File: src/rtl/trace_pkg.sv
// Shared types and constants for the instruction trace buffer.
// Used by the capture side (trace_capture_buf) and the read/MMIO side.
// With TRACE_CAPTURE_TIMESTAMP_EN defined, each entry also carries a 32-bit cycle stamp.
package trace_pkg;

   localparam int TRACE_DEPTH    = 64;
   localparam int TRACE_PTR_BITS = 6;

   typedef enum logic [1:0] {
      IDLE    = 2'd0,
      CAPTURE = 2'd1,
      POST    = 2'd2,
      DONE    = 2'd3
   } trace_state_e;

   typedef struct packed {
      logic [31:0] pc;
      logic [31:0] instr;
`ifdef TRACE_CAPTURE_TIMESTAMP_EN
      logic [31:0] ts;
`endif
   } trace_entry_t;

   // True when a retired PC hits the armed trigger address
   function automatic logic trace_pc_match(input logic [31:0] pc, input logic [31:0] trig_pc);
      return (pc == trig_pc);
   endfunction

endpackage

File: src/rtl/trace_ram_1w1r.sv
// Simple dual-port trace RAM: one write port and one registered read port.
// A read and a write of the same index in one cycle return the old contents.
// Storage is not reset; only the read data register clears on reset.
module trace_ram_1w1r
   import trace_pkg::*;
#(
   parameter int DEPTH    = TRACE_DEPTH,
   parameter int PTR_BITS = TRACE_PTR_BITS
) (
   input  logic                clk_i,
   input  logic                rst_i,
   input  logic                we_i,
   input  logic [PTR_BITS-1:0] waddr_i,
   input  trace_entry_t        wdata_i,
   input  logic [PTR_BITS-1:0] raddr_i,
   output trace_entry_t        rdata_o
);

   trace_entry_t mem_r [DEPTH];
   trace_entry_t rdata_r;

   // Write port: store one entry per enabled cycle
   always_ff @(posedge clk_i) begin
      if (we_i) begin
         mem_r[waddr_i] <= wdata_i;
      end
   end

   // Read port: registered every cycle, sees pre-write contents
   always_ff @(posedge clk_i or posedge rst_i) begin
      if (rst_i) begin
         rdata_r <= '0;
      end else begin
         rdata_r <= mem_r[raddr_i];
      end
   end

   assign rdata_o = rdata_r;

endmodule

File: src/rtl/trace_capture_buf.sv
// Write side of the instruction trace buffer.
// Records {pc, instr} of each retired instruction into a circular RAM, with an
// optional PC-match trigger followed by POST_CNT more writes and then a freeze.
// Optional feature macro: TRACE_CAPTURE_TIMESTAMP_EN (per-entry cycle timestamp).
module trace_capture_buf
   import trace_pkg::*;
#(
   parameter int DEPTH        = 64,
   parameter int PTR_BITS     = 6,
   parameter int POST_CNT     = 16,
   parameter int ARM_ON_RESET = 1
) (
   input  logic                clk_i,
   input  logic                rst_i,
   input  logic                retire_valid_i,
   input  logic [31:0]         retire_pc_i,
   input  logic [31:0]         retire_instr_i,
   input  logic                arm_i,
   input  logic                trig_en_i,
   input  logic [31:0]         trig_pc_i,
   input  logic [PTR_BITS-1:0] rd_addr_i,
   output logic [31:0]         rd_pc_o,
   output logic [31:0]         rd_instr_o,
   output logic [31:0]         rd_ts_o,
   output logic [PTR_BITS-1:0] wr_ptr_o,
   output logic [PTR_BITS:0]   count_o,
   output logic                wrapped_o,
   output logic                triggered_o,
   output logic [PTR_BITS-1:0] trig_idx_o,
   output logic                frozen_o
);

   localparam trace_state_e        RESET_STATE = (ARM_ON_RESET != 0) ? CAPTURE : IDLE;
   localparam logic [PTR_BITS-1:0] POST_LOAD   = PTR_BITS'(POST_CNT);
   localparam logic [PTR_BITS-1:0] PTR_MAX     = PTR_BITS'(DEPTH - 1);
   localparam logic [PTR_BITS:0]   COUNT_FULL  = (PTR_BITS + 1)'(DEPTH);
   localparam logic                POST_IS_0   = (POST_CNT == 0);

   trace_state_e        state_r;
   trace_state_e        next_state_s;
   logic                wr_en_s;
   logic                trig_hit_s;
   logic                post_dec_s;
   logic [PTR_BITS-1:0] wr_ptr_r;
   logic [PTR_BITS:0]   count_r;
   logic                wrapped_r;
   logic                triggered_r;
   logic [PTR_BITS-1:0] trig_idx_r;
   logic [PTR_BITS-1:0] post_cnt_r;
   logic                frozen_r;
   trace_entry_t        wr_entry_s;
   trace_entry_t        rd_entry_s;

   // FSM state register
   always_ff @(posedge clk_i or posedge rst_i) begin
      if (rst_i) begin
         state_r <= RESET_STATE;
      end else begin
         state_r <= next_state_s;
      end
   end

   // FSM next state: arm restarts capture from any state and takes priority
   always_comb begin
      next_state_s = state_r;
      if (arm_i) begin
         next_state_s = CAPTURE;
      end else begin
         case (state_r)
            IDLE:    next_state_s = IDLE;
            CAPTURE: begin
               if (trig_hit_s) begin
                  next_state_s = POST_IS_0 ? DONE : POST;
               end else begin
                  next_state_s = CAPTURE;
               end
            end
            POST: begin
               if (post_dec_s && (post_cnt_r == PTR_BITS'(1))) begin
                  next_state_s = DONE;
               end else begin
                  next_state_s = POST;
               end
            end
            DONE:    next_state_s = DONE;
            default: next_state_s = RESET_STATE;
         endcase
      end
   end

   // FSM outputs: write enable, trigger detect, post-trigger countdown
   always_comb begin
      wr_en_s    = 1'b0;
      trig_hit_s = 1'b0;
      post_dec_s = 1'b0;
      case (state_r)
         CAPTURE: begin
            wr_en_s    = retire_valid_i && !arm_i;
            trig_hit_s = wr_en_s && trig_en_i && trace_pc_match(retire_pc_i, trig_pc_i);
         end
         POST: begin
            wr_en_s    = retire_valid_i && !arm_i;
            post_dec_s = wr_en_s;
         end
         default: begin
            wr_en_s    = 1'b0;
            trig_hit_s = 1'b0;
            post_dec_s = 1'b0;
         end
      endcase
   end

   // Pointer, fill count, wrap flag and trigger bookkeeping
   always_ff @(posedge clk_i or posedge rst_i) begin
      if (rst_i) begin
         wr_ptr_r    <= '0;
         count_r     <= '0;
         wrapped_r   <= 1'b0;
         triggered_r <= 1'b0;
         trig_idx_r  <= '0;
         post_cnt_r  <= '0;
      end else if (arm_i) begin
         wr_ptr_r    <= '0;
         count_r     <= '0;
         wrapped_r   <= 1'b0;
         triggered_r <= 1'b0;
         trig_idx_r  <= '0;
         post_cnt_r  <= '0;
      end else begin
         if (wr_en_s) begin
            wr_ptr_r <= wr_ptr_r + 1'b1;
            if (wr_ptr_r == PTR_MAX) begin
               wrapped_r <= 1'b1;
            end
            if (count_r != COUNT_FULL) begin
               count_r <= count_r + 1'b1;
            end
         end
         if (trig_hit_s) begin
            triggered_r <= 1'b1;
            trig_idx_r  <= wr_ptr_r;
            post_cnt_r  <= POST_LOAD;
         end else if (post_dec_s) begin
            post_cnt_r  <= post_cnt_r - 1'b1;
         end
      end
   end

   // Registered freeze flag, tracks entry into DONE
   always_ff @(posedge clk_i or posedge rst_i) begin
      if (rst_i) begin
         frozen_r <= 1'b0;
      end else begin
         frozen_r <= (next_state_s == DONE);
      end
   end

`ifdef TRACE_CAPTURE_TIMESTAMP_EN
   logic [31:0] ts_r;

   // Free-running cycle counter stamped into each entry
   always_ff @(posedge clk_i or posedge rst_i) begin
      if (rst_i) begin
         ts_r <= 32'd0;
      end else begin
         ts_r <= ts_r + 32'd1;
      end
   end

   assign wr_entry_s = '{pc: retire_pc_i, instr: retire_instr_i, ts: ts_r};
   assign rd_ts_o    = rd_entry_s.ts;
`else
   assign wr_entry_s = '{pc: retire_pc_i, instr: retire_instr_i};
   assign rd_ts_o    = 32'd0;
`endif

   trace_ram_1w1r #(
      .DEPTH    (DEPTH),
      .PTR_BITS (PTR_BITS)
   ) u_ram (
      .clk_i   (clk_i),
      .rst_i   (rst_i),
      .we_i    (wr_en_s),
      .waddr_i (wr_ptr_r),
      .wdata_i (wr_entry_s),
      .raddr_i (rd_addr_i),
      .rdata_o (rd_entry_s)
   );

   assign rd_pc_o     = rd_entry_s.pc;
   assign rd_instr_o  = rd_entry_s.instr;
   assign wr_ptr_o    = wr_ptr_r;
   assign count_o     = count_r;
   assign wrapped_o   = wrapped_r;
   assign triggered_o = triggered_r;
   assign trig_idx_o  = trig_idx_r;
   assign frozen_o    = frozen_r;

endmodule

File: config.mk
export PLATFORM = sky130hd
export DESIGN_NAME = trace_capture_buf
export DESIGN_NICKNAME = d
export VERILOG_FILES = /design/src/rtl/trace_pkg.sv /design/src/rtl/trace_ram_1w1r.sv /design/src/rtl/trace_capture_buf.sv
export SDC_FILE = /design/constraint.sdc
export NUM_CORES = 2
export LEC_CHECK = 0
export ABC_CLOCK_PERIOD_IN_PS = 8200
export BUFFER_PORTS_ARGS = -buffer_cell sky130_fd_sc_hd__buf_2
export CAP_MARGIN = 0
export CORE_ASPECT_RATIO = 1.2
export CORE_MARGIN = 2
export CORE_UTILIZATION = 46
export CTS_BUF_LIST = sky130_fd_sc_hd__clkbuf_8
export CTS_CLUSTER_SIZE = 40
export DETAILED_ROUTE_END_ITERATION = 10
export GPL_TIMING_DRIVEN = 0
export PLACE_DENSITY_LB_ADDON = 0.15
export SLEW_MARGIN = 30
export SYNTH_ARGS = -nofsm -noshare
export SYNTH_HDL_FRONTEND = slang
export SYNTH_SLANG_ARGS = --single-unit
File: constraint.sdc
create_clock -name clk_i -period 8.2 [get_ports clk_i]
set_input_delay 1.64 -clock clk_i [delete_from_list [all_inputs] [get_ports clk_i]]
set_output_delay 1.64 -clock clk_i [all_outputs]
set_load 0.02 [all_outputs]
==> impl_results.md <==
- Initial Utilization: 0.461
- Via count: 82292
- Top-area cell type share of the netlist area: 0.776
- Synth area leaders: edfxtp_1, mux4_2, dfrtp_1
- Crit path depth: 9
- Largest net degree at the start of global routing: 66
- Fmax: 193 MHz
- Core area: 343000 um^2
- DP HPWL: 365000 um
- FF-to-FF path depth: 12
- Post-route ant nets: 0
- Die area: 349000 um^2
- First-pass GRT wire length: 695000 um
- Cell family with most CP delay: buffers and inverters
- Arrival @ worst endpoint: 6.17 ns
- Root Driver: clkbuf_8
- Total negative slack: 0 ns
- Avg Cell Area, Syn: 23.5 um^2
- Die boundary width: 540 um
- Status: complete, no violations
- Final-report hold violation count: 0
- Mapped Cells: 6748
- Sequential area share after synthesis: 0.791
- Synth cell types: 56
- Pwr/cell area: 227 nW/um^2
- VDD IR max: 0.188 mV
- Max Transition Viols Final: 0
- Mapped cell area: 158000 um^2
- Area occupied by multi-input gates: 31800 um^2
- Async S/R FF share, synth: 0.0224
- Cts bufs inserted: 658
- Hold slack final: 0.416 ns
- Worst Tran Pin Value: 1.21 ns
- I/O pin count: 225
- Leak: 60.8 nW
- Largest stage delay, worst path: 0.91 ns
- Skew final: 0.0592 ns
- Critical path cell sequence: buf_2 -> buf_2 -> buf_2 -> nand2_1 -> clkbuf_1 -> o22ai_1 -> nor2_1 -> a32oi_1 -> a221oi_1
- Worst-skew pair later-pin latency: 1.22 ns
- R2R Setup Slk: 3.54 ns
- Critical path class: input pin to register
- RSZ-0062 raised after global routing: no
- CTS tree: yes
- Initial DRT Pass Iterations: 6
- Clock buffer depth: 4
- GPL Wtd Cong: 0.838
- Crit path max fanout: 10
- Worst min path class: input pin to asynchronous set/reset pin
- Drt via density: 6.27
- Final worst slack: 3.02 ns
- Wire length per cell: 39.5 um
- Resize count post-CTS: 0
- FF+latch count, synth: 4190
- Fraction of layout cells with a size suffix above 1: 0.330
- Fillers: 26009
- R2r startpoint: state_r[0]
- Cell taking the most area after synthesis: edfxtp_1
- Remaining Overflow, GRT: 0
- FF/Latch Area: 125000 um^2
- WP buf/inv: 4
- Most frequent CP cell: buf_2
- Top_reg_cell synth: edfxtp_1
- Crit Reg-Reg Endpoint: u_ram.mem_r[46][27]
- Reg clk slew, reported paths: 0.06 ns
- Initial antenna violation count: 39
- Clk sinks: 4190
- PortBufs: 186
- Pre-CTS setup slack: 1.84 ns
- Worst path slowest cell: a32oi_1
- Gr usage total: 0.295
- P&R area growth vs syn: 18.3%
- Row cnt: 236
- Fin nets: 8180
- H-tree depth: 6
- Final worst path period need: 5.18 ns
- Die H: 647 um
- Total Wirelength: 518000 um
- Max_cap viols: 0
- CP Launch Type: input pin
- 1st-iter DRT viols: 11678
- Post-CTS setup buffer count: 0
- Vias in the first global route: 82925
- DRC: 0
- Req. time, crit path: 9.20 ns
- Slew HR: 0.196
- Post-CTS Hold Buffers: 0
- Synthesis Warnings: 0
- Post-synth EDFFs: 4096
- Critical path endpoint category: register
- Final setup viols: 0
- Period utilization: 0.631
-- cells in the mapped netlist (3+ instances only) --
| master | n |
|---|---|
| a211oi_1 | 23 |
| a21oi_1 | 144 |
| a221oi_1 | 129 |
| a22o_1 | 86 |
| a32oi_1 | 25 |
| and3b_1 | 6 |
| buf_1 | 39 |
| buf_2 | 123 |
| buf_4 | 69 |
| buf_6 | 15 |
| clkbuf_1 | 168 |
| dfrtp_1 | 93 |
| edfxtp_1 | 4096 |
| ha_1 | 9 |
| inv_1 | 10 |
| mux2_2 | 6 |
| mux2i_1 | 128 |
| mux4_2 | 1024 |
| nand2_1 | 51 |
| nand2b_1 | 9 |
| nand3_1 | 12 |
| nand3b_1 | 7 |
| nand4_1 | 3 |
| nor2_1 | 116 |
| nor2b_1 | 15 |
| nor3_1 | 10 |
| nor4_1 | 12 |
| o211a_1 | 20 |
| o21ai_0 | 23 |
| o21ai_1 | 23 |
| o221ai_1 | 37 |
| o22a_1 | 25 |
| o22ai_1 | 107 |
| or2_2 | 8 |
| or3_1 | 4 |
| or3b_2 | 4 |
| xnor2_1 | 8 |
| xor2_1 | 37 |
-- per-layer routing --
metal | global-route usage | routed length, um
met3 | 0.0596 | 46100
met2 | 0.484 | 253000
met5 | 0 | 106
met4 | 0.146 | 28600
met1 | 0.377 | 190000
-- per-stage QoR --
step	util	cell area, um^2	instances	power (mW)
3_5_place_dp	0.511	175000	11926	26.6
2_1_floorplan	-	159000	6779	25.2
6_report	0.546	187000	13122	42.5
5_1_grt	0.545	187000	13112	43.6
4_1_cts	0.545	187000	13097	42.6
3_3_place_gp	0.481	165000	11487	26.5
-- state kept, by name (all words and copies together) (netlist names) --
register,cells
u_ram.mem_r,4096
u_ram.rdata_o,64
count_o,7
post_cnt_r,6
trig_idx_o,6
wr_ptr_o,6
state_r,2
frozen_o,1
triggered_o,1
wrapped_o,1
-- logic make-up (layout without fill, tap and decap cells) --
family,after synthesis,count (layout),synth area share
other,1,57,0.0000237
xor gates and xnor gates,45,45,0.00249
muxes,1158,1158,0.154
adders and majority gates,9,9,0.000711
buffers and inverters,425,2221,0.0134
DFF,4190,4190,0.791
and+or+nand+nor,270,270,0.00821
AOI/OAI and AO/OA,650,650,0.0297
-- area by class of cell --
| type | count | area share |
|---|---|---|
| antenna | 25 | 0.000334 |
| clock inverter | 476 | 0.0120 |
| timing repair buffer | 625 | 0.0558 |
| sequential | 4190 | 0.669 |
| tap | 4522 | 0.0302 |
| buffer | 415 | 0.0116 |
| clock buffer | 695 | 0.0511 |
| multi-input combinational | 2164 | 0.170 |
| inverter | 10 | 0.000280 |
-- worst max-delay path by stage --
stage | to | from | slack [ns]
2_1_floorplan | u_ram.mem_r[39][0] | arm_i | 0.37
4_1_cts | u_ram.rdata_o[34] | rd_addr_i[1] | 3.17
6_report | u_ram.rdata_o[33] | rd_addr_i[1] | 3.02
3_3_place_gp | u_ram.mem_r[48][11] | arm_i | -10.05
3_5_place_dp | u_ram.rdata_o[34] | rd_addr_i[1] | 1.84
5_1_grt | u_ram.rdata_o[33] | rd_addr_i[1] | 3.25
-- power breakdown --
part           switching (mW)  internal [mW]
clock                    8.23           8.05
sequential             0.0344           23.6
combinational            1.75          0.796
total                    10.0           32.4
-- layout by cell type, fill, tap and decap left out, drive strengths merged, types with 10 or more instances in the layout --
master	instances
edfxtp	4096
mux4	1024
buf	871
clkbuf	864
inv	284
clkinv	179
a21oi	144
a221oi	129
mux2i	128
nor2	117
o22ai	107
dfrtp	93
a22o	86
nand2	51
o21ai	46
o221ai	37
xor2	37
conb	32
diode	25
o22a	25
a32oi	25
a211oi	23
o211a	20
clkinvlp	16
nor2b	15
nand3	12
nor4	12
nor3	10
Note: power is estimated with default switching activity, not from simulation.
